==> src/rtl/mul_pipe.sv <==
// Two-stage multiply unit: S1 holds operands feeding the array multiplier, S2 holds the product.
// Optional input skid buffer enabled by defining MUL_PIPE_SKID_EN.
module mul_pipe #(
   parameter int TAG_W = 5
) (
   input  logic             clk,
   input  logic             reset,
   input  logic             flush,
   input  logic             in_valid,
   output logic             in_ready,
   input  logic [1:0]       in_op,
   input  logic [31:0]      in_src1,
   input  logic [31:0]      in_src2,
   input  logic [TAG_W-1:0] in_tag,
   output logic             out_valid,
   input  logic             out_ready,
   output logic [31:0]      out_result,
   output logic [TAG_W-1:0] out_tag
);

   logic             s1_valid_q, s1_valid_d;
   logic [1:0]       s1_op_q, s1_op_d;
   logic [31:0]      s1_x_q, s1_x_d;
   logic [31:0]      s1_y_q, s1_y_d;
   logic [TAG_W-1:0] s1_tag_q, s1_tag_d;

   logic             s2_valid_q, s2_valid_d;
   logic             s2_hi_sel_q, s2_hi_sel_d;
   logic [63:0]      s2_prod_q, s2_prod_d;
   logic [TAG_W-1:0] s2_tag_q, s2_tag_d;

   logic s1_adv;
   logic s1_free;
   logic accept;
   logic s2_load;

   assign s1_adv  = s1_valid_q && (!s2_valid_q || out_ready);
   assign s1_free = !s1_valid_q || s1_adv;

`ifdef MUL_PIPE_SKID_EN
   logic             skid_valid_q, skid_valid_d;
   logic [1:0]       skid_op_q, skid_op_d;
   logic [31:0]      skid_x_q, skid_x_d;
   logic [31:0]      skid_y_q, skid_y_d;
   logic [TAG_W-1:0] skid_tag_q, skid_tag_d;

   // Readiness depends only on the skid register, cutting the ready path back to S2.
   assign in_ready = !reset && !flush && !skid_valid_q;
`else
   assign in_ready = !reset && !flush && s1_free;
`endif

   assign accept = in_valid && in_ready;

   always_comb begin
      s1_valid_d = s1_valid_q;
      s1_op_d    = s1_op_q;
      s1_x_d     = s1_x_q;
      s1_y_d     = s1_y_q;
      s1_tag_d   = s1_tag_q;
      if (s1_adv) begin
         s1_valid_d = 1'b0;
      end
`ifdef MUL_PIPE_SKID_EN
      skid_valid_d = skid_valid_q;
      skid_op_d    = skid_op_q;
      skid_x_d     = skid_x_q;
      skid_y_d     = skid_y_q;
      skid_tag_d   = skid_tag_q;
      if (!flush && skid_valid_q && s1_free) begin
         s1_valid_d   = 1'b1;
         s1_op_d      = skid_op_q;
         s1_x_d       = skid_x_q;
         s1_y_d       = skid_y_q;
         s1_tag_d     = skid_tag_q;
         skid_valid_d = 1'b0;
      end else if (accept && s1_free) begin
         s1_valid_d = 1'b1;
         s1_op_d    = in_op;
         s1_x_d     = in_src1;
         s1_y_d     = in_src2;
         s1_tag_d   = in_tag;
      end else if (accept) begin
         skid_valid_d = 1'b1;
         skid_op_d    = in_op;
         skid_x_d     = in_src1;
         skid_y_d     = in_src2;
         skid_tag_d   = in_tag;
      end
      if (flush) begin
         skid_valid_d = 1'b0;
      end
`else
      if (accept) begin
         s1_valid_d = 1'b1;
         s1_op_d    = in_op;
         s1_x_d     = in_src1;
         s1_y_d     = in_src2;
         s1_tag_d   = in_tag;
      end
`endif
      if (flush) begin
         s1_valid_d = 1'b0;
      end
   end

   // Array multiplier: operands extended to 64 bits so one signed multiply covers both signednesses.
   logic               mul_signed;
   logic signed [63:0] mul_a;
   logic signed [63:0] mul_b;
   logic signed [63:0] mul_prod;

   assign mul_signed = (s1_op_q != 2'b10);
   assign mul_a      = {{32{mul_signed & s1_x_q[31]}}, s1_x_q};
   assign mul_b      = {{32{mul_signed & s1_y_q[31]}}, s1_y_q};
   assign mul_prod   = mul_a * mul_b;

   assign s2_load = s1_adv && !flush;

   always_comb begin
      s2_valid_d  = s2_valid_q;
      s2_hi_sel_d = s2_hi_sel_q;
      s2_prod_d   = s2_prod_q;
      s2_tag_d    = s2_tag_q;
      if (flush) begin
         s2_valid_d = 1'b0;
      end else if (s2_load) begin
         s2_valid_d  = 1'b1;
         s2_hi_sel_d = (s1_op_q == 2'b01) || (s1_op_q == 2'b10);
         s2_prod_d   = mul_prod;
         s2_tag_d    = s1_tag_q;
      end else if (s2_valid_q && out_ready) begin
         s2_valid_d = 1'b0;
      end
   end

   always_ff @(posedge clk) begin
      if (reset) begin
         s1_valid_q  <= 1'b0;
         s1_op_q     <= 2'b00;
         s1_x_q      <= 32'h0;
         s1_y_q      <= 32'h0;
         s1_tag_q    <= '0;
         s2_valid_q  <= 1'b0;
         s2_hi_sel_q <= 1'b0;
         s2_prod_q   <= 64'h0;
         s2_tag_q    <= '0;
      end else begin
         s1_valid_q  <= s1_valid_d;
         s1_op_q     <= s1_op_d;
         s1_x_q      <= s1_x_d;
         s1_y_q      <= s1_y_d;
         s1_tag_q    <= s1_tag_d;
         s2_valid_q  <= s2_valid_d;
         s2_hi_sel_q <= s2_hi_sel_d;
         s2_prod_q   <= s2_prod_d;
         s2_tag_q    <= s2_tag_d;
      end
   end

`ifdef MUL_PIPE_SKID_EN
   always_ff @(posedge clk) begin
      if (reset) begin
         skid_valid_q <= 1'b0;
         skid_op_q    <= 2'b00;
         skid_x_q     <= 32'h0;
         skid_y_q     <= 32'h0;
         skid_tag_q   <= '0;
      end else begin
         skid_valid_q <= skid_valid_d;
         skid_op_q    <= skid_op_d;
         skid_x_q     <= skid_x_d;
         skid_y_q     <= skid_y_d;
         skid_tag_q   <= skid_tag_d;
      end
   end
`endif

   assign out_valid  = s2_valid_q;
   assign out_result = s2_hi_sel_q ? s2_prod_q[63:32] : s2_prod_q[31:0];
   assign out_tag    = s2_tag_q;

endmodule

==> config.mk <==
export PLATFORM = sky130hd
export DESIGN_NAME = mul_pipe
export DESIGN_NICKNAME = d
export VERILOG_FILES = /design/src/rtl/mul_pipe.sv
export SDC_FILE = /design/constraint.sdc
export NUM_CORES = 2
export LEC_CHECK = 0
export ABC_AREA = 1
export CAP_MARGIN = 30
export CORE_MARGIN = 2
export CORE_UTILIZATION = 55
export DETAILED_ROUTE_END_ITERATION = 7
export HOLD_SLACK_MARGIN = 0.05
export PLACE_DENSITY_LB_ADDON = 0.1
export SKIP_CTS_REPAIR_TIMING = 1
export SYNTH_ARGS = -nofsm -noshare
export SYNTH_HDL_FRONTEND = slang
export SYNTH_SLANG_ARGS = --single-unit
==> constraint.sdc <==
create_clock -name clk -period 17.3 [get_ports clk]
set_clock_uncertainty 0.2 [all_clocks]
set_input_delay 4.325 -clock clk [delete_from_list [all_inputs] [get_ports clk]]
set_output_delay 4.325 -clock clk [all_outputs]
set_load 0.05 [all_outputs]
## Word level (Yosys, flattened, before mapping)

Index checks and enable logic that the tools add are counted.

| storage, ports and cells | value |
|---|---|
| flip-flop bits (word level) | 143 |
| bits of input ports | 76 |
| output and inout port bits | 39 |
| word-level logic and storage cells | 38 |

| operators by class | value |
|---|---|
| multiply operators | 1 |
| eq/ne operators | 3 |
| mux-type cells | 5 |
| bitwise operators | 3 |
| reduce and logical (&&, ||, !) cells | 17 |

Operators with widths:

| cell | number |
|---|---|
| multiplier 33 x 33 -> 64 bit | 1 |
| 2-to-1 mux 32 bit | 1 |
| logical AND 1 bit | 6 |
| logical NOT 1 bit | 4 |
| 2-to-1 mux 1 bit | 4 |
| nonzero test 2 bit | 2 |
| logical OR 1 bit | 3 |
| AND 1 bit | 2 |
| equality test 2 x 1 -> 1 bit, second input constant | 1 |
| equality test 2 bit, second input constant | 1 |
| != test 2 bit, second input constant | 1 |
| AND reduction 2 bit | 1 |
| OR reduction 2 bit | 1 |
| NOT 1 bit | 1 |

## Logic depth before layout (Yosys ltp)

| logic depth | value |
|---|---|
| depth after elaboration | 7 |
| depth in mapped cells | 35 |
| mapped depth without buffers | 34 |

## Worst setup path after synthesis

OpenSTA, ideal clock, no wires.

| timing | value |
|---|---|
| kind | input to output |
| from | in reset |
| to | out in_ready |
| arrival time | 5.333 ns |
| data required time | 12.775 ns |
| setup slack | 7.442 ns |
| cell stages on the path | 5 |
| path buffers | 2 |
| cells stage by stage | buf_2 > nor2_1 > nand2_1 > clkinv_1 > clkbuf_1 |

| on the way | value |
|---|---|
| cells in the longest elaborated chain, start to end | 3 |

RTL lines:

| what | line | source |
|---|---|---|
| start: declaration | 7 | `input logic reset,` |
| logical NOT 1 bit | 50 | `assign in_ready = !reset && !flush && s1_free;` |
| logical AND 1 bit (2 in a row) | 50 |  |
| end: declaration | 10 | `output logic in_ready,` |

Every way passes these cells.

## Worst setup path in the final report

| timing | value |
|---|---|
| from | in flush |
| to | out in_ready |

| on the way | value |
|---|---|
| cells in the longest elaborated chain, start to end | 3 |

RTL lines:

| what | line | source |
|---|---|---|
| start: declaration | 8 | `input logic flush,` |
| logical NOT 1 bit | 50 |  |
| logical AND 1 bit (2 in a row) | 50 |  |

Every way passes these cells.

==> impl_summary.md <==
Clock tree
TritonCTS built the clock tree. The clock latency on the worst-skew pair is 500 ps. The clock slew at the register clock pins of the worst setup and hold paths is 70 ps. The number of CTS-inserted buffers is 17.

The clock tree root buffer cell is clkbuf_16. The H-tree generated during clock tree synthesis spans 4 levels. The clock passes through at most 2 buffers. The clock drives 143 sinks.

Route
In the routed layout, each cell is associated on average with a via count of 5.30. The overall via count from detail_route is 35,884. The post-detailed-route DRC marker count is 0.

The total iterations of the first detailed-routing run is 6. Once detail routing completed, the nets flagged for antenna violations numbered 0. The post-detailed-route wirelength per cell is 19.4 um. The routed design has 132 mm of wire. The count of routing violations after the opening detailed-route iteration is 2,694.

Timing
The final hold violation count is 0. The number of pins exceeding their max-slew limit in the final report was 0. The final worst-path cycle share is 63.0%. Headroom to the max-slew limit came out at 39.4%. The transition time of the tightest slew-check pin is 910 ps.

Counting I/O delays and the setup requirement, the final critical path takes 10,900 ps. Setup repair after global routing left no endpoint under its margin. Setup violations remaining at the end of the flow were counted as 0. Timing would allow up to 91.8 MHz. The total negative setup slack is 0 ps.

Power and ir drop
The total power divided by cell area is 24.1 mW/mm^2. The reported net switching power is 0.000491 W. Net switching is 42.6% of the power. The analysis attributes to cell leakage a power of 24.7 nW. The part of the power in combinational logic is 35.8%.

The clock network burns 34.5% of the power. The cell internal power dissipation is 0.000663 W. The maximum VDD drop is 0.0822 mV.

In this run, flip-flops and latches consume 29.7% of the power.

Synthesis
The number of nets in the synthesized netlist is 7,210. The fraction of registers with async set/reset is 0%. The mapped cell area is 0.0454 mm^2. After synthesis, the netlist uses 40 different library cells. The total of flip-flops plus latches after synthesis is 143.

Summing the sequential cell areas from Yosys gives 6.30% of the chip area. By area the synthesized netlist is led by fa_1, inv_1, nand2_1. The most used flip-flop cell after synthesis is dfxtp_1. The share of synthesized area in the top cell type comes to 49.6%. The gate count after technology mapping is 5,796. A synthesized cell averages 7.83 um^2. The number of enable-type register cells in the synthesized netlist is 0.

fa_1 takes more of the synthesized area than any other cell. For this run, the number of Yosys warnings is 0.

Finish
The layout overhead on the synthesized area is 5.45%. In the layout the commonest cells are inv_1, nand2_1, fa_1. The final cell area excluding filler cells is 0.0479 mm^2. The fraction of layout cells with a size suffix above 1 is 3.21%. Leaving out fill and tap cells, the most frequent cell in the layout is inv_1.

The net total in the final layout is 7,100.

Floorplan
The floorplan step defined a die boundary enclosing 0.0849 mm^2. The initialized floorplan defines 105 standard-cell rows. The x dimension of the die is 291 um. The core region is 0.0818 mm^2.

The die is 291 um tall. The starting utilization of the core area is 55.5%. The total I/O pin count is 115.

Global route
Global routing used 45.0% of the available met1 tracks. The number of antenna violations at the first check in global routing is 9. The highest-utilization routing layer at the global route stage is met2.

The met3 layer usage reported by global route is 4.91%. The number of global-route vias before repair is 38,194. In the global route stage, overall resource usage came out at 33.0%. The pin count of the biggest net entering global routing is 70. For met2 alone, demand over resource in global routing was 55.1%. After global routing the overflow that remains totals 0. The first global-routing pass estimated 214 mm of wire.

Worst setup path
The cell that appears most often on the critical path is clkdlybuf4s50_1. Grouping stages by cell kind, the critical path spends the most delay in buffers and inverters. The signal on the critical path passes through clkdlybuf4s50_1 -> nor2_1 -> nand2_1 -> inv_2 -> buf_4 -> clkdlybuf4s50_1. For the worst setup path, the data arrival time is 6370 ps. At the worst endpoint, the required time is 12,770 ps. The worst register-to-register path begins at s1_y_q[3]$_SDFFE_PP0P_.

In this run the worst path has a maximum fanout of 32. In this run the worst setup path begins at flush. The combined buffer and inverter count along the critical path is 4. The type of the setup path with the least slack is in2out. The longest individual stage delay on the worst path is 900 ps. The launching element type of the critical path is an input pin. The kind of end point of the critical path is an output pin. The largest individual stage delay along the critical path comes from the cell clkdlybuf4s50_1.

Run
Max-cap violations in this run came to 0.

Place
The routability-driven placement congestion ratio is 1.00. During placement, the flow inserted port buffers numbering 114. The placed instances occupy a cell area of 0.0473 mm^2. Detailed placement finished with a half-perimeter wire length of 106 mm.

Status
The flow ran to the end, and the final reports show no timing, DRC or antenna violations.

Min path
The path category of the worst min-delay check is reg2reg. The source of the worst hold timing path is s2_prod_q[5]$_SDFFE_PP0P_.
## final timing paths
check	depth (start not counted)	slack [ps]	end
min	2	260	s2_prod_q[5]$_SDFFE_PP0P_
max	6	6400	in_ready
max reg2reg	25	8330	s2_prod_q[55]$_SDFFE_PP0P_
min reg2reg	2	260	s2_prod_q[5]$_SDFFE_PP0P_
## cell families (layout without fill, tap and decap cells)
logic type      count (synthesis)  in the layout  share of synthesized area, %
compound gates                342            342                          4.03
xor+xnor                       33             33                         0.637
fa+ha+maj                    1338           1338                          55.5
buf+inv                      2022           1925                          16.8
flops                         143            143                          6.30
other cells                     0              6                             0
simple gates                 1918           1918                          16.8
## power by group through the flow
stage	registers (W)	clock network [W]	logic [W]
6_report	0.000343	0.000398	0.000414
3_5_place_dp	0.000350	0	0.000409
2_1_floorplan	0.000347	0	0.000249
3_3_place_gp	0.000350	0	0.000405
5_1_grt	0.000343	0.000417	0.000454
4_1_cts	0.000343	0.000406	0.000412
## through the flow
step / hold slack, ps / util [%] / power, W / worst slack [ps] / std cells
floorplan: 240 / - / 0.000596 / 7440 / 5796
global placement: 249 / 57.7 / 0.000756 / 6370 / 6735
detailed placement: 255 / 57.8 / 0.000759 / 6410 / 6737
CTS: 265 / 58.5 / 0.00116 / 6400 / 6769
global route: 284 / 58.5 / 0.00121 / 6310 / 6774
finish: 262 / 58.5 / 0.00115 / 6400 / 6775
## metal layers
metal  share of wire, %  routed length [um]  vias to the layer above
met5              0.011                  15                        -
met4                3.0                3970                        2
met3                7.5                9920                      217
met2                 48               63400                     1246
met1                 41               54200                    18412
li1                   -                   -                    16007
## state kept, by name, indices dropped and copies added (netlist names)
name / flops
out_tag: 5
out_valid: 1
s1_y_q: 32
s1_op_q: 2
s1_x_q: 32
s2_hi_sel_q: 1
s1_tag_q: 5
s2_prod_q: 64
s1_valid_q: 1
## tightest hold or removal path: cells and delay by family, from the launching register on
kind               cells  cell delay, ps
AOI/OAI and AO/OA      1              50
DFF                    1             310
and+or+nand+nor        1              60
## cell usage after synthesis, types with 2 or more instances
cell	number
o21bai_1	13
a21oi_1	186
and3_1	2
nand3_1	145
nor3_1	10
nor3_2	4
buf_2	19
nand3_2	5
nand2_1	1444
buf_1	8
nand2_2	14
nor4_1	3
a211oi_1	19
inv_2	10
o21ai_0	100
dfxtp_1	143
nor2_1	251
nor2_4	2
nor2_2	19
inv_1	1690
a21oi_2	3
nand4_1	15
o21a_1	3
xnor2_1	5
a31oi_1	2
o21ai_1	12
fa_1	1125
xor2_1	28
ha_1	213
clkbuf_1	293
## area by class of cell
| class | count | area (um^2) |
|---|---|---|
| clock buffer | 18 | 439 |
| inverter | 1702 | 6390 |
| fill | 7791 | 34000 |
| antenna | 6 | 15.0 |
| clock inverter | 14 | 138 |
| sequential | 143 | 2870 |
| timing repair buffer | 191 | 1740 |
| multi-input combinational | 3631 | 34900 |
| tap | 1070 | 1340 |
Note: power is estimated with default switching activity, not from simulation.
